### src/rtl/uart_tx_arb_pkg.sv
`default_nettype none
// ============================================================================
// Module   : uart_tx_arb_pkg
// Brief    : Shared types, defaults and width helper for the UART TX arbiter.
// Revision : 1.0 - initial release
// ============================================================================
package uart_tx_arb_pkg;

  localparam int DEF_N_REQ        = 4;
  localparam int DEF_DATA_W       = 8;
  localparam int DEF_BUSY_TIMEOUT = 64;

  typedef enum logic [2:0] {
    IDLE      = 3'd0,
    ISSUE     = 3'd1,
    WAIT_BUSY = 3'd2,
    WAIT_DONE = 3'd3,
    NEXT      = 3'd4
  } state_e;

  function automatic int grant_w(input int n);
    return (n < 2) ? 1 : $clog2(n);
  endfunction

endpackage
`default_nettype wire

### src/rtl/uart_tx_arbiter_if.sv
`default_nettype none
// ============================================================================
// Module   : uart_tx_arbiter_if
// Brief    : Requester-side and UART-side signals of the UART TX arbiter.
// Revision : 1.0 - initial release
// ============================================================================
interface uart_tx_arbiter_if
  import uart_tx_arb_pkg::*;
#(
  parameter int N_REQ  = DEF_N_REQ,
  parameter int DATA_W = DEF_DATA_W
);
  localparam int GRANT_W = grant_w(N_REQ);

  logic [N_REQ-1:0]        req_valid;
  logic [N_REQ*DATA_W-1:0] req_data;
  logic [N_REQ-1:0]        req_last;
  logic [N_REQ-1:0]        req_ready;
  logic                    cfg_par_en;
  logic                    cfg_par_typ;
  logic [DATA_W-1:0]       tx_p_data;
  logic                    tx_data_valid;
  logic                    tx_par_en;
  logic                    tx_par_typ;
  logic                    tx_busy;
  logic [GRANT_W-1:0]      grant_id;
  logic                    grant_active;
  logic                    timeout_err;
  logic                    err_clr;

  modport master (
    output req_valid, req_data, req_last, cfg_par_en, cfg_par_typ, tx_busy, err_clr,
    input  req_ready, tx_p_data, tx_data_valid, tx_par_en, tx_par_typ,
           grant_id, grant_active, timeout_err
  );

  modport slave (
    input  req_valid, req_data, req_last, cfg_par_en, cfg_par_typ, tx_busy, err_clr,
    output req_ready, tx_p_data, tx_data_valid, tx_par_en, tx_par_typ,
           grant_id, grant_active, timeout_err
  );

endinterface
`default_nettype wire

### src/rtl/uart_rr_arbiter.sv
`default_nettype none
// ============================================================================
// Module   : uart_rr_arbiter
// Brief    : Combinational rotating-priority picker starting at rr_ptr.
// Revision : 1.0 - initial release
// ============================================================================
module uart_rr_arbiter
  import uart_tx_arb_pkg::*;
#(
  parameter int N_REQ   = DEF_N_REQ,
  parameter int GRANT_W = grant_w(N_REQ)
) (
  input  logic [N_REQ-1:0]   req,
  input  logic [GRANT_W-1:0] rr_ptr,
  output logic [N_REQ-1:0]   grant,
  output logic [GRANT_W-1:0] index,
  output logic               any
);

  int k;

  always_comb begin
    grant = '0;
    index = '0;
    any   = 1'b0;
    k     = 0;
    for (int i = 0; i < N_REQ; i++) begin
      // Modular wrap without a divider, so N_REQ need not be a power of two
      k = int'(rr_ptr) + i;
      if (k >= N_REQ) k = k - N_REQ;
      if (!any && req[k]) begin
        any      = 1'b1;
        grant[k] = 1'b1;
        index    = k[GRANT_W-1:0];
      end
    end
  end

endmodule
`default_nettype wire

### src/rtl/uart_tx_arbiter.sv
`default_nettype none
// ============================================================================
// Module   : uart_tx_arbiter
// Brief    : Round-robin, message-locked sharing of one UART TX among requesters.
// Revision : 1.0 - initial release
// ============================================================================
module uart_tx_arbiter
  import uart_tx_arb_pkg::*;
#(
  parameter int N_REQ        = DEF_N_REQ,
  parameter int DATA_W       = DEF_DATA_W,
  parameter int BUSY_TIMEOUT = DEF_BUSY_TIMEOUT
) (
  input  logic             clk,
  input  logic             reset,
  uart_tx_arbiter_if.slave bus
);

  localparam int GRANT_W = grant_w(N_REQ);
  localparam int CNT_W   = (BUSY_TIMEOUT < 3) ? 1 : $clog2(BUSY_TIMEOUT);
  localparam logic [GRANT_W-1:0] c_LAST_ID = GRANT_W'(N_REQ - 1);
  // The pulse cycle itself counts as the first timeout cycle
  localparam logic [CNT_W-1:0]   c_TO_LAST = CNT_W'(BUSY_TIMEOUT - 2);

  state_e             r_state;
  logic [GRANT_W-1:0] r_rr_ptr;
  logic [GRANT_W-1:0] r_grant_id;
  logic               r_grant_active;
  logic [DATA_W-1:0]  r_tx_data;
  logic               r_tx_dv;
  logic               r_par_en;
  logic               r_par_typ;
  logic               r_last_q;
  logic [CNT_W-1:0]   r_cnt;
  logic               r_timeout_err;

  logic [N_REQ-1:0]   w_grant;
  logic [GRANT_W-1:0] w_idx;
  logic               w_any;
  logic [N_REQ-1:0]   w_ready;
  logic               w_xfer;
  logic [GRANT_W-1:0] w_src;
  logic [DATA_W-1:0]  w_sel_data;
  logic               w_sel_last;
  logic [GRANT_W-1:0] w_next_ptr;

  uart_rr_arbiter #(
    .N_REQ   (N_REQ),
    .GRANT_W (GRANT_W)
  ) u_rr (
    .req    (bus.req_valid),
    .rr_ptr (r_rr_ptr),
    .grant  (w_grant),
    .index  (w_idx),
    .any    (w_any)
  );

  // Ready is gated by reset so nothing is offered while the block is held
  always_comb begin
    w_ready = '0;
    if (reset) begin
      if (r_state == IDLE && w_any)
        w_ready = w_grant;
      else if (r_state == NEXT)
        w_ready[r_grant_id] = bus.req_valid[r_grant_id];
    end
  end

  assign w_xfer     = |(w_ready & bus.req_valid);
  assign w_src      = (r_state == NEXT) ? r_grant_id : w_idx;
  assign w_sel_data = bus.req_data[int'(w_src)*DATA_W +: DATA_W];
  assign w_sel_last = bus.req_last[w_src];
  assign w_next_ptr = (r_grant_id == c_LAST_ID) ? '0 : r_grant_id + 1'b1;

  always_ff @(posedge clk or negedge reset) begin
    if (!reset) begin
      r_state        <= IDLE;
      r_rr_ptr       <= '0;
      r_grant_id     <= '0;
      r_grant_active <= 1'b0;
      r_tx_data      <= '0;
      r_tx_dv        <= 1'b0;
      r_par_en       <= 1'b0;
      r_par_typ      <= 1'b0;
      r_last_q       <= 1'b0;
      r_cnt          <= '0;
      r_timeout_err  <= 1'b0;
    end else begin
      r_tx_dv <= 1'b0;
      if (bus.err_clr) r_timeout_err <= 1'b0;
      case (r_state)
        IDLE: begin
          if (w_xfer) begin
            r_tx_data      <= w_sel_data;
            r_last_q       <= w_sel_last;
            r_grant_id     <= w_idx;
            r_grant_active <= 1'b1;
            r_par_en       <= bus.cfg_par_en;
            r_par_typ      <= bus.cfg_par_typ;
            r_tx_dv        <= 1'b1;
            r_state        <= ISSUE;
          end
        end
        ISSUE: begin
          r_cnt   <= '0;
          r_state <= WAIT_BUSY;
        end
        WAIT_BUSY: begin
          if (bus.tx_busy) begin
            r_state <= WAIT_DONE;
          end else if (r_cnt == c_TO_LAST) begin
            r_timeout_err  <= 1'b1;
            r_grant_active <= 1'b0;
            r_rr_ptr       <= w_next_ptr;
            r_state        <= IDLE;
          end else begin
            r_cnt <= r_cnt + 1'b1;
          end
        end
        WAIT_DONE: begin
          if (!bus.tx_busy) begin
            if (r_last_q) begin
              r_grant_active <= 1'b0;
              r_rr_ptr       <= w_next_ptr;
              r_state        <= IDLE;
            end else begin
              r_state <= NEXT;
            end
          end
        end
        NEXT: begin
          if (w_xfer) begin
            r_tx_data <= w_sel_data;
            r_last_q  <= w_sel_last;
            r_tx_dv   <= 1'b1;
            r_state   <= ISSUE;
          end
        end
        default: r_state <= IDLE;
      endcase
    end
  end

  assign bus.req_ready     = w_ready;
  assign bus.tx_p_data     = r_tx_data;
  assign bus.tx_data_valid = r_tx_dv;
  assign bus.tx_par_en     = r_par_en;
  assign bus.tx_par_typ    = r_par_typ;
  assign bus.grant_id      = r_grant_id;
  assign bus.grant_active  = r_grant_active;
  assign bus.timeout_err   = r_timeout_err;

endmodule
`default_nettype wire

### src/flat_wrapper.sv
// flat-port wrapper written by rule: the top's interface ports become plain ports
module uart_tx_arbiter_flat import uart_tx_arb_pkg::*;
#(
  parameter int N_REQ        = DEF_N_REQ,
  parameter int DATA_W       = DEF_DATA_W,
  parameter int BUSY_TIMEOUT = DEF_BUSY_TIMEOUT
)
  (clk, reset, bus_req_valid, bus_req_data, bus_req_last, bus_cfg_par_en, bus_cfg_par_typ, bus_tx_busy, bus_err_clr, bus_req_ready, bus_tx_p_data, bus_tx_data_valid, bus_tx_par_en, bus_tx_par_typ, bus_grant_id, bus_grant_active, bus_timeout_err);
  uart_tx_arbiter_if #(.N_REQ(N_REQ), .DATA_W(DATA_W)) bus_i ();
  input  logic clk;
  input  logic reset;
  input wire logic [$bits(bus_i.req_valid)-1:0] bus_req_valid;
  input wire logic [$bits(bus_i.req_data)-1:0] bus_req_data;
  input wire logic [$bits(bus_i.req_last)-1:0] bus_req_last;
  input wire logic [$bits(bus_i.cfg_par_en)-1:0] bus_cfg_par_en;
  input wire logic [$bits(bus_i.cfg_par_typ)-1:0] bus_cfg_par_typ;
  input wire logic [$bits(bus_i.tx_busy)-1:0] bus_tx_busy;
  input wire logic [$bits(bus_i.err_clr)-1:0] bus_err_clr;
  output wire logic [$bits(bus_i.req_ready)-1:0] bus_req_ready;
  output wire logic [$bits(bus_i.tx_p_data)-1:0] bus_tx_p_data;
  output wire logic [$bits(bus_i.tx_data_valid)-1:0] bus_tx_data_valid;
  output wire logic [$bits(bus_i.tx_par_en)-1:0] bus_tx_par_en;
  output wire logic [$bits(bus_i.tx_par_typ)-1:0] bus_tx_par_typ;
  output wire logic [$bits(bus_i.grant_id)-1:0] bus_grant_id;
  output wire logic [$bits(bus_i.grant_active)-1:0] bus_grant_active;
  output wire logic [$bits(bus_i.timeout_err)-1:0] bus_timeout_err;
  assign bus_i.req_valid = bus_req_valid;
  assign bus_i.req_data = bus_req_data;
  assign bus_i.req_last = bus_req_last;
  assign bus_i.cfg_par_en = bus_cfg_par_en;
  assign bus_i.cfg_par_typ = bus_cfg_par_typ;
  assign bus_i.tx_busy = bus_tx_busy;
  assign bus_i.err_clr = bus_err_clr;
  assign bus_req_ready = bus_i.req_ready;
  assign bus_tx_p_data = bus_i.tx_p_data;
  assign bus_tx_data_valid = bus_i.tx_data_valid;
  assign bus_tx_par_en = bus_i.tx_par_en;
  assign bus_tx_par_typ = bus_i.tx_par_typ;
  assign bus_grant_id = bus_i.grant_id;
  assign bus_grant_active = bus_i.grant_active;
  assign bus_timeout_err = bus_i.timeout_err;
  uart_tx_arbiter #(.N_REQ(N_REQ), .DATA_W(DATA_W), .BUSY_TIMEOUT(BUSY_TIMEOUT)) u_core (.clk(clk), .reset(reset), .bus(bus_i));
endmodule
### config.mk
export PLATFORM = sky130hd
export DESIGN_NAME = uart_tx_arbiter_flat
export DESIGN_NICKNAME = d
export VERILOG_FILES = /design/src/rtl/uart_tx_arb_pkg.sv /design/src/rtl/uart_tx_arbiter_if.sv /design/src/rtl/uart_rr_arbiter.sv /design/src/rtl/uart_tx_arbiter.sv /design/src/flat_wrapper.sv
export SDC_FILE = /design/constraint.sdc
export NUM_CORES = 1
export LEC_CHECK = 0
export ABC_AREA = 1
export CORE_UTILIZATION = 25
export CTS_BUF_LIST = sky130_fd_sc_hd__clkbuf_2
export CTS_CLUSTER_DIAMETER = 100
export DETAILED_ROUTE_END_ITERATION = 16
export GPL_ROUTABILITY_DRIVEN = 0
export GPL_TIMING_DRIVEN = 1
export PLACE_DENSITY = 0.59
export SYNTH_ARGS = -nofsm -noshare
export SYNTH_HDL_FRONTEND = slang
export SYNTH_SLANG_ARGS = --single-unit
### constraint.sdc
create_clock -name clk -period 2.4 [get_ports clk]
set_input_delay 0.48 -clock clk [delete_from_list [all_inputs] [get_ports clk]]
set_output_delay 0.48 -clock clk [all_outputs]
set_load 0.1 [all_outputs]
==> results of run 1 <==
==> layout make-up <==
class / count / area [um^2]
repair inverters: 1 / 8.758
well taps: 129 / 161.4
repair buffers: 98 / 929.6
inverters: 39 / 191.4
multi-input cells: 284 / 1775
fillers: 985 / 5513
clock buffers: 4 / 20.02
flip-flops and latches: 27 / 684.4
==> worst max-delay path: stages <==
cell	delay [ns]
clkdlybuf4s50_1	0.58
nand2_1	0.14
nand3_4	0.11
nand2_4	0.09
nand4_1	0.14
nand2_4	0.12
a21oi_2	0.22
nand2_2	0.09
clkinvlp_4	0.08
buf_12	0.16
==> cells in the final DEF (no fill, tap or decap), types with 3 or more instances in the layout <==
cell / instances
clkdlybuf4s50_1: 45
a21oi_2: 5
nor2_2: 5
nand2_2: 16
buf_6: 3
inv_1: 25
nand3_1: 41
nand3_2: 15
nand2_4: 11
nand2_1: 120
nor2_1: 15
dfrtp_1: 24
clkbuf_2: 4
o21ai_0: 5
buf_12: 5
o21ai_1: 3
clkinvlp_4: 4
ha_1: 9
nor3_1: 4
inv_8: 3
nand2_8: 4
a21oi_1: 7
nor2_4: 3
nand3_4: 10
inv_2: 5
buf_4: 44
==> metal layers <==
| layer | share of wire [%] | vias up |
|---|---|---|
| met4 | 2.3 | 0 |
| met3 | 4.0 | 13 |
| met2 | 50 | 77 |
| met1 | 44 | 1219 |
| met5 | 0 | - |
| li1 | - | 1337 |
==> per-stage QoR <==
step                      setup TNS, ns  util (%)  instances
final                            -1.251     40.62        582
after global routing             -3.134     40.62        582
after CTS                        -1.226     37.84        576
after detailed placement         -5.543     36.94        571
after global placement           -4.676     36.94        571
after floorplan                -0.02949         -        354
==> cells by family after synthesis <==
family | Yosys count | share of synthesized area [%]
adders and majority gates | 10 | 5.179
DFF | 27 | 27.96
and+or+nand+nor | 245 | 50.65
AOI/OAI and AO/OA | 26 | 6.525
buffers and inverters | 46 | 9.684
==> flip-flops by register name (all words and copies together) (netlist names) <==
| signal | count |
|---|---|
| u_core.r_state | 3 |
| u_core.r_last_q | 1 |
| u_core.bus.tx_p_data | 8 |
| u_core.bus.grant_id | 2 |
| u_core.r_rr_ptr | 2 |
| u_core.bus.tx_data_valid | 1 |
| u_core.bus.grant_active | 1 |
| u_core.bus.tx_par_typ | 1 |
| u_core.r_cnt | 6 |
| u_core.bus.timeout_err | 1 |
| u_core.bus.tx_par_en | 1 |
==> worst paths after layout <==
path / start / end / slack, ns / cells after the start
setup / recovery: bus_req_valid[0] / bus_req_ready[3] / -0.32 / 10
setup reg to reg: u_core.r_rr_ptr[0]$_DFFE_PN0P_ / u_core.r_last_q$_DFFE_PN0P_ / -0.01 / 19
max in group asynchronous: reset / u_core.bus.grant_id[0]$_DFFE_PN0P_ / 1.62 / 2
min in group clk: u_core.bus.tx_par_typ$_DFFE_PN0P_ / u_core.bus.tx_par_typ$_DFFE_PN0P_ / 0.52 / 2
hold reg to reg: u_core.bus.tx_par_typ$_DFFE_PN0P_ / u_core.bus.tx_par_typ$_DFFE_PN0P_ / 0.52 / 2
hold / removal: reset / u_core.r_rr_ptr[0]$_DFFE_PN0P_ / 0.49 / 2
==> what timing repair did <==
| action | in CTS | in global routing |
|---|---|---|
| hold endpoints to repair | 0 | 0 |
| setup endpoints to repair | 4 | 19 |
| buffers inserted | 1 | 2 |
| pin swaps | 4 | 8 |
| gates cloned | 0 | 4 |
| gates resized for setup | 16 | 44 |
==> impl_metrics.yaml, run 1 <==
status:
  outcome: "complete, but fails checks"
  violations: "negative setup slack"
global_route:
  overflow: 0
  gr-usage-met2_pct: 26.19
  grt_max_degree: 28
  grt_pass1_wl_um: 12010
  grt_use_total_pct: 14.78
  grt_antenna_before_repair: 0
  grtUsageMet3_pct: 2.577
  grt_pass1_vias: 2582
  use_met1_pct: 18.57
  busiest_layer: "met2"
drt:
  drc_errors: 0
  firstDrtPassIters: 4
  vias_per_cell: 4.546
  wl_per_cell_um: 13.11
  postRouteAntennaNets: 0
  drt-initial-drc-count: 67
  totalWireLength_um: 7628
  vias: 2646
synthesis:
  synth-async-reset-ratio_pct: 100.0
  synth_common_cells: "nand2_1, nand3_1, inv_1"
  ys_types: 32
  yosysTopAreaCell: "dfrtp_1"
  syn_avg_cell_area_um2: 6.825
  ys_ff_latch: 27
  synthCells: 354
  synth_edf_count: 0
  ys_warn_count: 0
  ys_seq_area_share_pct: 27.96
  synth_area_leaders: "dfrtp_1, nand2_1, nand3_1, nand3_2, ha_1"
  yosys.area.top_type_share_pct: 27.96
  syn-num-nets: 410
  synth_area_um2: 2416
  yosysMostFrequentCell: "nand2_1"
  synth_top_flop_cell: "dfrtp_1"
clocking:
  clk_path_buf_depth: 2
  holdBufCountCts: 0
  clk_latency_ns: 0.36
  path_clk_slew_ns: 0.26
  cts-root-buf: "clkbuf_2"
  cts-buffers-inserted: 3
  htreeDepth: 1
  tritoncts: "done"
  clock-sinks: 27
worst_setup_path:
  crit_fanout: 5
  path_class: "input port to output pin"
  cp-end-kind: "output pin"
  startpoint_type: "input port"
  worstPathArrival_ns: 2.24
  crit_required_ns: 1.92
sta:
  slew_headroom_pct: 63.23
  slew_viol_final: 0
  hold_viol: 0
  tightestPinTransition_ns: 0.5510
  fmax_ghz: 0.3676
  final-setup-viol-count: 7
  layout_setup_ws_ns: -0.3204
  finClkSkew_ns: 0.01527
  fin_hold_ws_ns: 0.4873
  rsz0062_at_grt: "true"
  fin_crit_sh_pct: 113.3
  post-route-min-period_ns: 2.720
placed_design:
  pre_cts_ws_ns: -0.3133
  dpl.hpwl_um: 5711
  place_area_um2: 3430
  port_buffers: 64
finish:
  drive_above_1_share_pct: 32.45
  final_nets: 510
  area_delta_synth_final_pct: 56.09
  stdcell_area_um2: 3771
  n_antenna_cell: 0
floorplanning:
  io_pins: 65
  die_h_um: 100.3
  dieArea_um2: 10060
  die_w_um: 100.3
  start_util_pct: 26.02
  rows: 35
  coreArea_um2: 9284
hold_path:
  min_path_type: "input port to async pin"
run:
  drv_cap: 0
Power of run 1 is left out: the tool's default activity adds up to more than one toggle a clock period on the data nets, which glitch-free logic cannot reach.
==> inputs of run 2 (changes only) <==
PLACE_DENSITY = 0.57   (was 0.59)
clock period = 3.2 ns   (was 2.4 ns; I/O delays follow)
==> impl_metrics.yaml, run 2 (synthesis results as in run 1) <==
sta:
  slew_headroom_pct: 47.50
  post-route-min-period_ns: 3.065
  final-setup-viol-count: 0
  rsz0062_at_grt: "true"
  tightestPinTransition_ns: 0.7856
  layout_setup_ws_ns: 0.1353
  finClkSkew_ns: 0.01344
  fmax_ghz: 0.3263
  slew_viol_final: 0
  tns_ns: 0
  hold_viol: 0
  fin_crit_sh_pct: 95.77
floorplanning:
  rows: 35
  coreArea_um2: 9284
  die_h_um: 100.3
  dieArea_um2: 10060
  start_util_pct: 26.02
  die_w_um: 100.3
  io_pins: 65
global_route:
  grt_pass1_wl_um: 11070
  grt_pass1_vias: 2342
  grt_use_total_pct: 13.56
  overflow: 0
  grt_antenna_before_repair: 0
  grt_max_degree: 28
hold_path:
  hold_depth: 2
  min_path_type: "flip-flop to flip-flop"
worst_setup_path:
  crit_fanout: 6
  startpoint_type: "input port"
  r2r_cells: 16
  crit_required_ns: 2.56
  path_class: "input port to output pin"
  worstPathArrival_ns: 2.42
  cp-end-kind: "output pin"
clocking:
  cts-root-buf: "clkbuf_2"
  clock-sinks: 27
  cts-buffers-inserted: 3
  htreeDepth: 1
  clk_path_buf_depth: 2
  clk_latency_ns: 0.35
  path_clk_slew_ns: 0.23
  holdBufCountCts: 0
  tritoncts: "done"
drt:
  vias: 2467
  drc_errors: 0
  wl_per_cell_um: 12.02
  drt-initial-drc-count: 123
  firstDrtPassIters: 6
  postRouteAntennaNets: 0
  vias_per_cell: 4.445
  totalWireLength_um: 6671
placed_design:
  pre_cts_ws_ns: 0.1136
  dpl.hpwl_um: 5367
  port_buffers: 64
  dp.cells: 548
finish:
  area_delta_synth_final_pct: 35.68
  layout_common_cells: "nand2_1, nand3_1, clkdlybuf4s50_1, inv_1, buf_4"
  mostFrequentLayoutCell: "nand2_1"
  n_antenna_cell: 0
  fin_util_pct: 35.31
  finalNonFillerCells: 555
  fillers: 1019
  final_nets: 483
  drive_above_1_share_pct: 21.83
  largest_register_ff_count: 8
run:
  drv_cap: 0
status:
  outcome: "finished, final reports clean"
run 2: cell count changes in the layout (fill, tap and decap cells not counted), sizes merged:
cell           delta
buf              -23
clkdlybuf4s50     -2
clkinv            +1
clkinvlp          -4
dlymetal6s2s      +2
inv               +2
nand2             -2
nand3             -1
run 2: worst paths after layout:
check                      slack, ns                         startpoint                                  to
setup reg to reg                0.64     u_core.r_rr_ptr[1]$_DFFE_PN0P_  u_core.bus.grant_id[0]$_DFFE_PN0P_
min in group asynchronous       0.66                              reset       u_core.r_state[2]$_DFFE_PN0P_
hold reg to reg                 0.52  u_core.bus.tx_par_typ$_DFFE_PN0P_   u_core.bus.tx_par_typ$_DFFE_PN0P_
max in group asynchronous       2.27                              reset  u_core.bus.grant_id[0]$_DFFE_PN0P_
hold / removal                  0.52  u_core.bus.tx_par_typ$_DFFE_PN0P_   u_core.bus.tx_par_typ$_DFFE_PN0P_
setup / recovery                0.14                   bus_req_valid[2]                    bus_req_ready[2]
run 2: repair_timing:
action | in CTS | in global routing
endpoints found under the setup margin | 0 | 4
buffers inserted | 0 | 3
resized for setup | 0 | 10
run 2: per-stage QoR:
step	instance area [um^2]	hold slack (ns)
after detailed placement	3208	0.4679
after global routing	3278	0.5474
after floorplan	2417	0.3444
after CTS	3228	0.5253
after global placement	3208	0.4668
final	3278	0.5162
run 2: final cells by class:
class	instances	area, um^2	area share, %
inverter	39	160.2	4.886
sequential	27	679.4	20.73
multi-input combinational	281	1526	46.56
tap	129	161.4	4.924
timing repair buffer	75	730.7	22.29
clock buffer	4	20.02	0.6107
run 2: critical path, stage by stage:
cell and delay [ns]:
clkdlybuf4s50_1 0.57, inv_1 0.09, nand2_2 0.08, nand3_2 0.09, nand2_4 0.15, inv_6 0.06, nand4_1 0.09, nand2_2 0.10
a21oi_1 0.20, nand2_1 0.08, inv_1 0.09, buf_12 0.18
run 2: per-layer routing:
metal  track usage (%)  wire (um)  share of wire [%]  up-vias
li1                  -          -                  -     1275
met1             18.77       3118                 47     1106
met2             22.39       3151                 47       80
met3             1.462        315                4.7        6
met4             3.679         86                1.3        0
met5                 0          0                  0        -
Power of run 2 is left out for the same reason.
